===== config.mk =====
export PLATFORM = sky130hd
export DESIGN_NAME = rr_arbiter8
export DESIGN_NICKNAME = d
export VERILOG_FILES = /design/src/rtl/arb_pkg.sv /design/src/rtl/prio_enc8.sv /design/src/rtl/rr_arbiter8.sv
export SDC_FILE = /design/constraint.sdc
export NUM_CORES = 1
export LEC_CHECK = 0
export ABC_AREA = 0
export BUFFER_PORTS_ARGS = -buffer_cell sky130_fd_sc_hd__buf_2
export CAP_MARGIN = 25
export CORE_MARGIN = 2
export CORE_UTILIZATION = 43
export CTS_BUF_LIST = sky130_fd_sc_hd__clkbuf_4 sky130_fd_sc_hd__clkbuf_8
export CTS_CLUSTER_DIAMETER = 60
export DETAILED_ROUTE_END_ITERATION = 8
export PLACE_DENSITY = 0.73
export SLEW_MARGIN = 25
export SYNTH_ARGS = -nofsm -noshare
export SYNTH_HDL_FRONTEND = slang
export SYNTH_SLANG_ARGS = --single-unit

===== constraint.sdc =====
create_clock -name clk -period 7.87 [get_ports clk]
set_clock_uncertainty 0.1 [all_clocks]
set_input_delay 0.3935 -clock clk [delete_from_list [all_inputs] [get_ports clk]]
set_output_delay 0.3935 -clock clk [all_outputs]
set_load 0.02 [all_outputs]

===== src/rtl/arb_pkg.sv =====
`default_nettype none
// ============================================================================
//  Module   : arb_pkg
//  Purpose  : Shared constants and state encoding for the 8-way
//             round-robin arbiter.
//  Revision : 1.0 - initial release
// ============================================================================
package arb_pkg;

    localparam int NREQ  = 8;
    localparam int IDX_W = 3;

    // Arbiter is either waiting to arbitrate or holding a grant.
    typedef enum logic [0:0] {
        IDLE  = 1'b0,
        GRANT = 1'b1
    } state_t;

endpackage : arb_pkg
`default_nettype wire


===== src/rtl/prio_enc8.sv =====
`default_nettype none
// ============================================================================
//  Module   : prio_enc8
//  Purpose  : Combinational 8-to-3 priority encoder, lowest set bit wins,
//             with an any-bit-set indication.
//  Revision : 1.0 - initial release
// ============================================================================
module prio_enc8
    import arb_pkg::*;
(
    input  logic [NREQ-1:0]  req,
    output logic [IDX_W-1:0] idx,
    output logic             valid
);

    // Scan from the top down so the lowest set bit is the last one written.
    always_comb begin
        idx   = '0;
        valid = |req;
        for (int i = NREQ - 1; i >= 0; i--) begin
            if (req[i]) begin
                idx = IDX_W'(i);
            end
        end
    end

endmodule : prio_enc8
`default_nettype wire


===== src/rtl/rr_arbiter8.sv =====
`default_nettype none
// ============================================================================
//  Module   : rr_arbiter8
//  Purpose  : 8-requester round-robin arbiter with registered one-hot grant,
//             done/drop release, forced revocation after MAX_HOLD cycles and
//             a one-cycle idle gap between consecutive grants.
//  Revision : 1.0 - initial release
// ============================================================================
module rr_arbiter8
    import arb_pkg::*;
#(
    parameter int MAX_HOLD = 16
) (
    input  logic             clk,
    input  logic             rst,
    input  logic [NREQ-1:0]  req,
    input  logic             done,
    output logic [NREQ-1:0]  gnt,
    output logic [IDX_W-1:0] gnt_idx,
    output logic             gnt_valid,
    output logic             revoked
);

    // Last hold count value at which the grant is still allowed to live.
    localparam logic [7:0] c_hold_last = 8'(MAX_HOLD - 1);

    state_t           r_state,    w_state_nxt;
    logic [IDX_W-1:0] r_ptr,      w_ptr_nxt;
    logic [7:0]       r_hold_cnt, w_hold_nxt;
    logic [NREQ-1:0]  r_gnt,      w_gnt_nxt;
    logic [IDX_W-1:0] r_idx,      w_idx_nxt;
    logic             r_valid,    w_valid_nxt;
    logic             r_revoked,  w_revoked_nxt;

    logic [NREQ-1:0]  w_rot;
    logic [IDX_W-1:0] w_enc_idx;
    logic             w_enc_valid;
    logic [IDX_W-1:0] w_pick;
    logic             w_timeout;
    logic             w_lost;

    // Rotate req right by ptr so the pointer position lands on bit 0.
    always_comb begin
        w_rot = '0;
        for (int i = 0; i < NREQ; i++) begin
            w_rot[i] = req[IDX_W'(i) + r_ptr];
        end
    end

    prio_enc8 u_enc (
        .req   (w_rot),
        .idx   (w_enc_idx),
        .valid (w_enc_valid)
    );

    // Undo the rotation; the 3-bit add wraps modulo 8 naturally.
    assign w_pick    = w_enc_idx + r_ptr;
    assign w_timeout = (r_hold_cnt == c_hold_last);
    assign w_lost    = ~req[r_idx];

    // Next-state and next-output decode for the IDLE/GRANT machine.
    always_comb begin
        w_state_nxt   = r_state;
        w_ptr_nxt     = r_ptr;
        w_hold_nxt    = r_hold_cnt;
        w_gnt_nxt     = r_gnt;
        w_idx_nxt     = r_idx;
        w_valid_nxt   = r_valid;
        w_revoked_nxt = 1'b0;
        case (r_state)
            IDLE: begin
                if (w_enc_valid) begin
                    w_state_nxt = GRANT;
                    w_gnt_nxt   = NREQ'(1) << w_pick;
                    w_idx_nxt   = w_pick;
                    w_valid_nxt = 1'b1;
                    w_hold_nxt  = '0;
                end
            end
            GRANT: begin
                if (done || w_lost || w_timeout) begin
                    w_state_nxt   = IDLE;
                    w_gnt_nxt     = '0;
                    w_idx_nxt     = '0;
                    w_valid_nxt   = 1'b0;
                    w_hold_nxt    = '0;
                    w_ptr_nxt     = r_idx + IDX_W'(1);
                    // Only a pure timeout counts as a revocation.
                    w_revoked_nxt = w_timeout && !done && !w_lost;
                end else begin
                    w_hold_nxt = r_hold_cnt + 8'd1;
                end
            end
            default: begin
                w_state_nxt = IDLE;
            end
        endcase
    end

    // State and output registers; reset clears the grant without a clock.
    always_ff @(posedge clk or posedge rst) begin
        if (rst) begin
            r_state    <= IDLE;
            r_ptr      <= '0;
            r_hold_cnt <= '0;
            r_gnt      <= '0;
            r_idx      <= '0;
            r_valid    <= 1'b0;
            r_revoked  <= 1'b0;
        end else begin
            r_state    <= w_state_nxt;
            r_ptr      <= w_ptr_nxt;
            r_hold_cnt <= w_hold_nxt;
            r_gnt      <= w_gnt_nxt;
            r_idx      <= w_idx_nxt;
            r_valid    <= w_valid_nxt;
            r_revoked  <= w_revoked_nxt;
        end
    end

    assign gnt       = r_gnt;
    assign gnt_idx   = r_idx;
    assign gnt_valid = r_valid;
    assign revoked   = r_revoked;

endmodule : rr_arbiter8
`default_nettype wire


==> results of run 1 <==
worst paths after layout:
path	startpoint	to	slack (ps)	cells after the start
hold / removal	rst	r_hold_cnt[4]	50	2
setup reg to reg	r_ptr[0]	gnt[1]	3220	13
max in group asynchronous	rst	r_hold_cnt[7]	7290	2
min in group clk	done	r_hold_cnt[2]	330	4
setup / recovery	r_ptr[0]	gnt[1]	3220	13
hold reg to reg	gnt[7]	gnt[7]	390	1
sequential cells by signal (all words and copies together) (netlist names):
| name | count |
|---|---|
| gnt | 8 |
| revoked | 1 |
| r_ptr | 3 |
| r_state | 1 |
| gnt_idx | 3 |
| r_hold_cnt | 8 |
| gnt_valid | 1 |
where the power goes:
part,switching [mW],total (mW),internal [mW]
clock network,0.0397,0.0751,0.0354
registers,0.0557,0.218,0.162
logic,0.366,0.662,0.296
synthesized netlist by cell type, types with 4 or more instances:
library cell,n,area (µm²)
mux2_1,4,45.04
nand3_1,5,25.02
ha_1,5,62.56
nor3_1,4,20.02
dfrtp_1,25,625.6
nor2b_1,4,25.02
nand2_1,13,48.80
o21ai_0,7,35.03
o21ai_1,9,45.04
inv_1,9,33.78
xnor2_1,5,43.79
nor2_1,9,33.78
a21oi_1,4,20.02
mux4_2,12,270.3
mux2_2,7,78.83
o2bb2ai_1,10,87.58
per-layer routing:
metal | global-route usage, % | share of wire, % | up-vias
met3 | 2.886 | 2.9 | 2
met5 | 0 | 0 | -
li1 | - | - | 707
met4 | 2.564 | 0.44 | 0
met1 | 23.55 | 47 | 719
met2 | 27.51 | 49 | 23
kinds of logic (layout without fill, tap and decap cells):
kind of cell / after synthesis / count (layout)
DFF: 25 / 25
adders and majority gates: 6 / 6
AOI/OAI and AO/OA: 40 / 40
xor gates and xnor gates: 8 / 8
buffers and inverters: 17 / 37
and+or+nand+nor: 57 / 57
muxes: 25 / 25
final cells by class:
type,count,area [µm²]
inverters,10,37.54
flip-flops and latches,25,625.6
fillers,420,2215
multi-input cells,136,1160
repair buffers,23,115.1
clock inverters,1,5.005
clock buffers,3,41.29
well taps,52,65.06
worst reg2reg max path, stage by stage (launching register included):
cell and delay (ps):
dfrtp_1 680, clkinv_1 250, ha_1 540, mux2_1 380
mux4_2 530, or2_2 360, mux2i_1 150, a22oi_1 100
fa_1 470, nor2b_1 190, nor3b_1 170, o31ai_1 260
o211ai_1 210, o2bb2ai_1 190
through the flow:
stage	util, %	hold slack, ps	worst slack, ps	total power [mW]	cells
after global routing	48.06	103.2	2847	1.043	250
after floorplan	-	320.8	3918	0.7635	178
after CTS	48.06	254.1	3215	0.9589	250
after detailed placement	46.98	372.3	3258	0.8775	246
final	48.06	46.13	3216	0.9548	250
after global placement	46.98	374.0	3276	0.8708	246
==> summary.md, run 1 <==
For the standard-cell row count, the log shows 24. Global routing used 16.66% of the available tracks. The mean post-synth cell area is 10.54 µm², and the arrival time at the worst endpoint is 4750 ps. Initial antenna violation count: 0. After Yosys synthesis, and, or, nand and nor cells account for 17.80% of the synthesized area. STA classifies the critical path startpoint as a flop.

For this design the static power due to leakage is 0.8693 nW. The fraction of synthesized area in multiplexers works out to 22.07%. Counting along the longest clock path gives a buffer depth of 2. The number of synthesized flops with an enable pin was 0; the worst-case headroom to the max-slew limit was 60.26%. The fraction of final layout cells with drive strength greater than 1 was 26.77%; the number of I/O port buffers was 23. The maximum number of pins on one net before global-route repair came out at 26. In this run, synthesis produced a sequential element count of 25. Buffer cell driving the clock tree root: clkbuf_8.

For the global-route wire length before repair, the log shows 6651 µm. For the number of max-slew violations in the final report, the log shows 0. After detailed routing, the number of vias per cell comes to 5.804. The slowest stage of the critical path belongs to the cell dfrtp_1.

The mapped cell area is 0.001877 mm², and the count of antenna diodes in the layout is 0. Adder-cell area share of the yosys netlist: 4.400%. In this run the remaining antenna-violating nets after routing total 0. The pre-antenna-repair detailed-routing pass consisted of 4 iterations.

The number of hold-slack violations in the final timing report was 0; the via total after detailed routing was 1451. Initial cell density of the core: 44.01%. The most used flip-flop cell after synthesis is dfrtp_1. Most frequent standard cell in the layout excluding fill and tap cells: dfrtp_1.

The final critical path takes up 59.13% of the cycle. The family of cells with the greatest summed delay on the critical path is multiplexers. Gate count after technology mapping: 178. The signal on the critical path passes through clkinv_1 > ha_1 > mux2_1 > mux4_2 > or2_2 > mux2i_1 > a22oi_1 > fa_1 > nor2b_1 > nor3b_1 > o31ai_1 > o211ai_1 > o2bb2ai_1. The unique cell type count in the Yosys netlist was 43; the TritonCTS buffer count was 3. The run finished with clean final reports.

In this run the worst path has a maximum fanout of 12. Final setup violation count: 0. In this design, the stage delay of the slowest critical-path cell is 680 ps. Counting flops with an async set or reset pin after synthesis yields a share of 100.0%. The tools report the category of the worst setup path capture point as a flop.

The share of the synthesized netlist area taken by xor and xnor gates was 3.733%. The H-tree depth was 1. The half-perimeter wire length after placement is 2984 µm, and the total of warnings raised by yosys is 0.

The run gives 0.1998 mV as the worst IR drop on VDD. The total number of nets in the final design was 216; the chip height was 70.07 µm. The run gives 0 as the post-CTS setup buffer count. Wires add up to 3878 µm. For the pin with the worst max-slew slack, the measured transition is 590.6 ps.

For the net count after synthesis, the log shows 195. At the end of routability-driven placement, the weighted congestion stood at 0.9611. The clock drives 25 sinks.

Required time at the worst-slack endpoint: 7960 ps. The number of buffer and inverter stages on the critical path was 1. TritonCTS built the clock tree. The tool flagged a number of max-cap violations equal to 0.

Once layout is done, the placed cells without fillers occupy 0.002049 mm². In this run the worst hold path is classified as primary input to asynchronous set/reset pin. Relative to the synthesized area, the layout overhead comes to 9.200%. The area fraction in compound gates after synthesis was 13.80%; the placeable core region was 0.004264 mm². For the via count of the first global-routing pass, the log shows 1382. In the final routed layout, each cell accounts on average for 15.51 µm. Clock-pin slew was measured on the worst setup and hold paths at 80 ps.

Counting I/O delays and the setup requirement, the final critical path takes 4654 ps. For this design the ratio of total power to cell area is 465.9 mW/mm². Summing all placed instances gives a cell area of 0.002003 mm². Hold repair after CTS inserted 0 buffers.

The die covers 0.004909 mm². Once the clock tree was built, the resizer swapped 0 gates to a different size. Timing would allow up to 214.9 MHz. The DRC marker count from the first detailed-route iteration was 67; the sequential fraction of the synthesis area was 33.33%. The top cell types in the final layout, fill and taps aside, are 25 x dfrtp_1, 23 x buf_2, 13 x nand2_1, 12 x mux4_2, 10 x o2bb2ai_1. After synthesis, the largest family of logic cells by area is multiplexers. The worst setup path is of the flop to flop kind. The sum of negative setup slack came out at 0 ps. Setup repair after global routing left no endpoint under its margin. Pin placement for this block handled 24 I/O pins. After detailed routing, the number of remaining DRC violations is 0. Summed over all layers, the global routing overflow is 0. From left edge to right edge, the die measures 70.07 µm. The clock insertion delay at the later pin of the skew report was 260 ps.
(Power assumes the default switching activity.)
==> run 2: changes to the inputs <==
--- a/config.mk
+++ b/config.mk
@@ -13,7 +13,7 @@
 export CTS_BUF_LIST = sky130_fd_sc_hd__clkbuf_4 sky130_fd_sc_hd__clkbuf_8
 export CTS_CLUSTER_DIAMETER = 60
 export DETAILED_ROUTE_END_ITERATION = 8
-export PLACE_DENSITY = 0.73
+export PLACE_DENSITY = 0.76
 export SLEW_MARGIN = 25
 export SYNTH_ARGS = -nofsm -noshare
 export SYNTH_HDL_FRONTEND = slang
==> constraint.sdc (replaced) <==
create_clock -name clk -period 4.1 [get_ports clk]
set_clock_uncertainty 0.1 [all_clocks]
set_input_delay 0.205 -clock clk [delete_from_list [all_inputs] [get_ports clk]]
set_output_delay 0.205 -clock clk [all_outputs]
set_load 0.02 [all_outputs]
==> summary.md, run 2 (synthesis gave the netlist of run 1 again) <==
In this run the most critical hold path is launched from done. Max capacitance violation total: 0. The vias per cell came out at 5.754. The logs give 0 for the count of antenna diodes in the layout and 24 for the standard-cell row count. Setup violations remaining at the end of the flow were counted as 0.

The number of max-slew violations in the final report is 0, and the chip height is 70.07 µm. The sum of negative setup slack was 0 ps; the number of filler cells placed in the layout was 393. The arrival time at the worst endpoint was 3930 ps; the number of buffer and inverter stages on the critical path was 1. The number of iterations in the first detailed-routing pass is 4, and the via total after detailed routing is 1473. For the worst flop-to-flop path, the logic depth is 13.

The post-route fraction of the period consumed by the critical path is 93.37%. The worst reg2reg path startpoint is r_ptr[1]. The library cells used most frequently in the layout, excluding fill and tap cells, are 25 x dfrtp_1, 23 x buf_2, 13 x nand2_1, 12 x mux4_2, 10 x o2bb2ai_1. The worst setup path is of the flop to flop kind.

The wire length per cell was 15.23 µm; the minimum period implied by the final worst setup slack was 3828 ps. Family of cells with the greatest summed delay on the critical path: multiplexers. The worst hold-check path type is primary input to flop. Antenna violation net count after detailed routing: 0. The tools report the TritonCTS buffer count as 3. After the last flow step, the layout net total stands at 222. Along the worst hold path, the cell count comes to 4. Entering global routing, the biggest net connects 26 pins. TritonCTS built the clock tree.

STA classifies the critical path startpoint as a flop. The run gives 0 as the total congestion overflow. The tools report the endpoint of the worst hold path as r_hold_cnt[2].

The run gives 1417 as the via count of the first global-routing pass. Placeable core region: 0.004264 mm². Number of top-level pins: 24. The register clock-pin slew on the reported worst setup and hold paths was 90 ps; the DRC violation count after routing was 0.

Traced cell by cell, the critical path runs through inv_2 > ha_4 > mux2_1 > mux4_2 > or2_2 > mux2i_1 > a22oi_1 > fa_2 > nor2b_1 > nor3b_1 > o31ai_1 > o211ai_1 > o2bb2ai_1. OpenSTA, run right after detailed placement, puts the worst setup slack at -44.72 ps. At the worst endpoint, the required time is 4200 ps. The buffer cell driving the clock tree root was clkbuf_8.

The first global-routing pass estimated 6693 µm of wire. The fraction of final layout cells with drive strength greater than 1 is 29.90%, and the actual slew at the worst max-slew pin is 868.2 ps. The horizontal die dimension was 70.07 µm. Timing would allow up to 261.2 MHz. The relative area change from synthesis to final layout was 12.53%; the reg2reg setup slack was 270 ps. The tree built by TritonCTS fans out to 25 sinks. For the final-layout worst hold slack, the log shows 144.4 ps. The run gives 1 as the H-tree depth. Across all setup checks in the final design, the least slack found is 271.8 ps. The number of I/O port buffers is 23. Dividing total power by cell area gives a power density of 914.4 mW/mm². For the worst-skew pair, the clock arrives at the later sink with an insertion delay of 270 ps. No sink is reached through more buffers than the 2 on the longest clock path.

For this block, the initial DRC count from the detailed router was 53. The routed design has 3898 µm of wire. For this design the static power due to leakage is 0.8971 nW. The delay of the slowest critical-path stage is 540 ps, and the initial cell density of the core is 44.01%. In this run the tightest slew margin relative to its limit is 41.76%.

The tools report the reg-to-reg critical path endpoint as gnt[3]. Among all stages on the critical path, the largest delay is contributed by mux4_2. After legalization and detailed placement, the total HPWL measured 2989 µm. Global routing used 16.57% of the available tracks.

The most frequent standard cell in the layout excluding fill and tap cells was dfrtp_1. The floorplan step defined a die boundary enclosing 0.004909 mm². The category of the worst setup path capture point was a flop.

The run finished with clean final reports. The congestion estimate from routability-driven global placement came to 0.8981. Setup repair after global routing left no endpoint under its margin.

Of all nets on the critical path, the largest fanout is 8. For the initial antenna violation count, the log shows 0. IR analysis of the VDD net gives a maximum drop of 0.4751 mV. Number of hold-slack violations in the final timing report: 0.
## run 2: worst max-delay path by stage
stage,startpoint,endpoint,slack (ps),depth (start not counted)
detailed placement,r_ptr[0],gnt[1],-40,13
finish,r_ptr[1],gnt[3],270,13
global placement,r_ptr[0],gnt[1],110,13
floorplan,r_ptr[0],gnt[1],150,15
global route,r_ptr[0],gnt[3],60,17
CTS,r_ptr[0],gnt[3],50,13
## run 2: layer usage
| layer | part of all wire, % | track usage [%] | vias up | routed length, µm |
|---|---|---|---|---|
| met5 | 0 | 0 | - | 0 |
| met4 | 0.64 | 1.923 | 0 | 25 |
| met3 | 3.3 | 3.608 | 4 | 129 |
| met2 | 51 | 27.62 | 26 | 1970 |
| met1 | 45 | 23.05 | 717 | 1772 |
| li1 | - | - | 726 | - |
## run 2: timing repair
item                                    in CTS  in global routing
cloned                                       0                  0
hold buffers                                 0                  1
endpoints found under the hold margin        0                 25
buffers inserted                             0                  3
gates resized for setup                      2                  3
endpoints found under the setup margin       4                  9
pin swaps                                    0                  2
## run 2: worst register-to-register path: stages, from the launching register on
cell       delay, ps
dfrtp_1          370
inv_2             80
ha_4             320
mux2_1           360
mux4_2           540
or2_2            360
mux2i_1          150
a22oi_1          110
fa_2             410
nor2b_1          180
nor3b_1          170
o31ai_1          250
o211ai_1         200
o2bb2ai_1        180
## run 2: metrics by stage
step | util [%] | power [mW] | cell area [µm²] | instances
after floorplan | - | 1.466 | 1877 | 178
after global placement | 47.33 | 1.679 | 2018 | 248
after detailed placement | 47.33 | 1.701 | 2018 | 248
after CTS | 48.71 | 1.875 | 2077 | 252
after global routing | 49.53 | 2.110 | 2112 | 256
final | 49.53 | 1.931 | 2112 | 256
## run 2: area by class of cell
type	instances	area, µm²	share of cell area (%)
multi-input combinational	136	1175	55.63
sequential	25	625.6	29.62
timing repair buffer	29	162.7	7.701
tap	52	65.06	3.081
clock buffer	3	41.29	1.955
inverter	10	37.54	1.777
clock inverter	1	5.005	0.2370
## run 2: power by group
part	leakage [nW]	internal [mW]	switching, mW
clock network	0.0255	0.0680	0.0778
registers	0.335	0.311	0.0784
logic	0.536	0.641	0.755
total	0.897	1.02	0.911
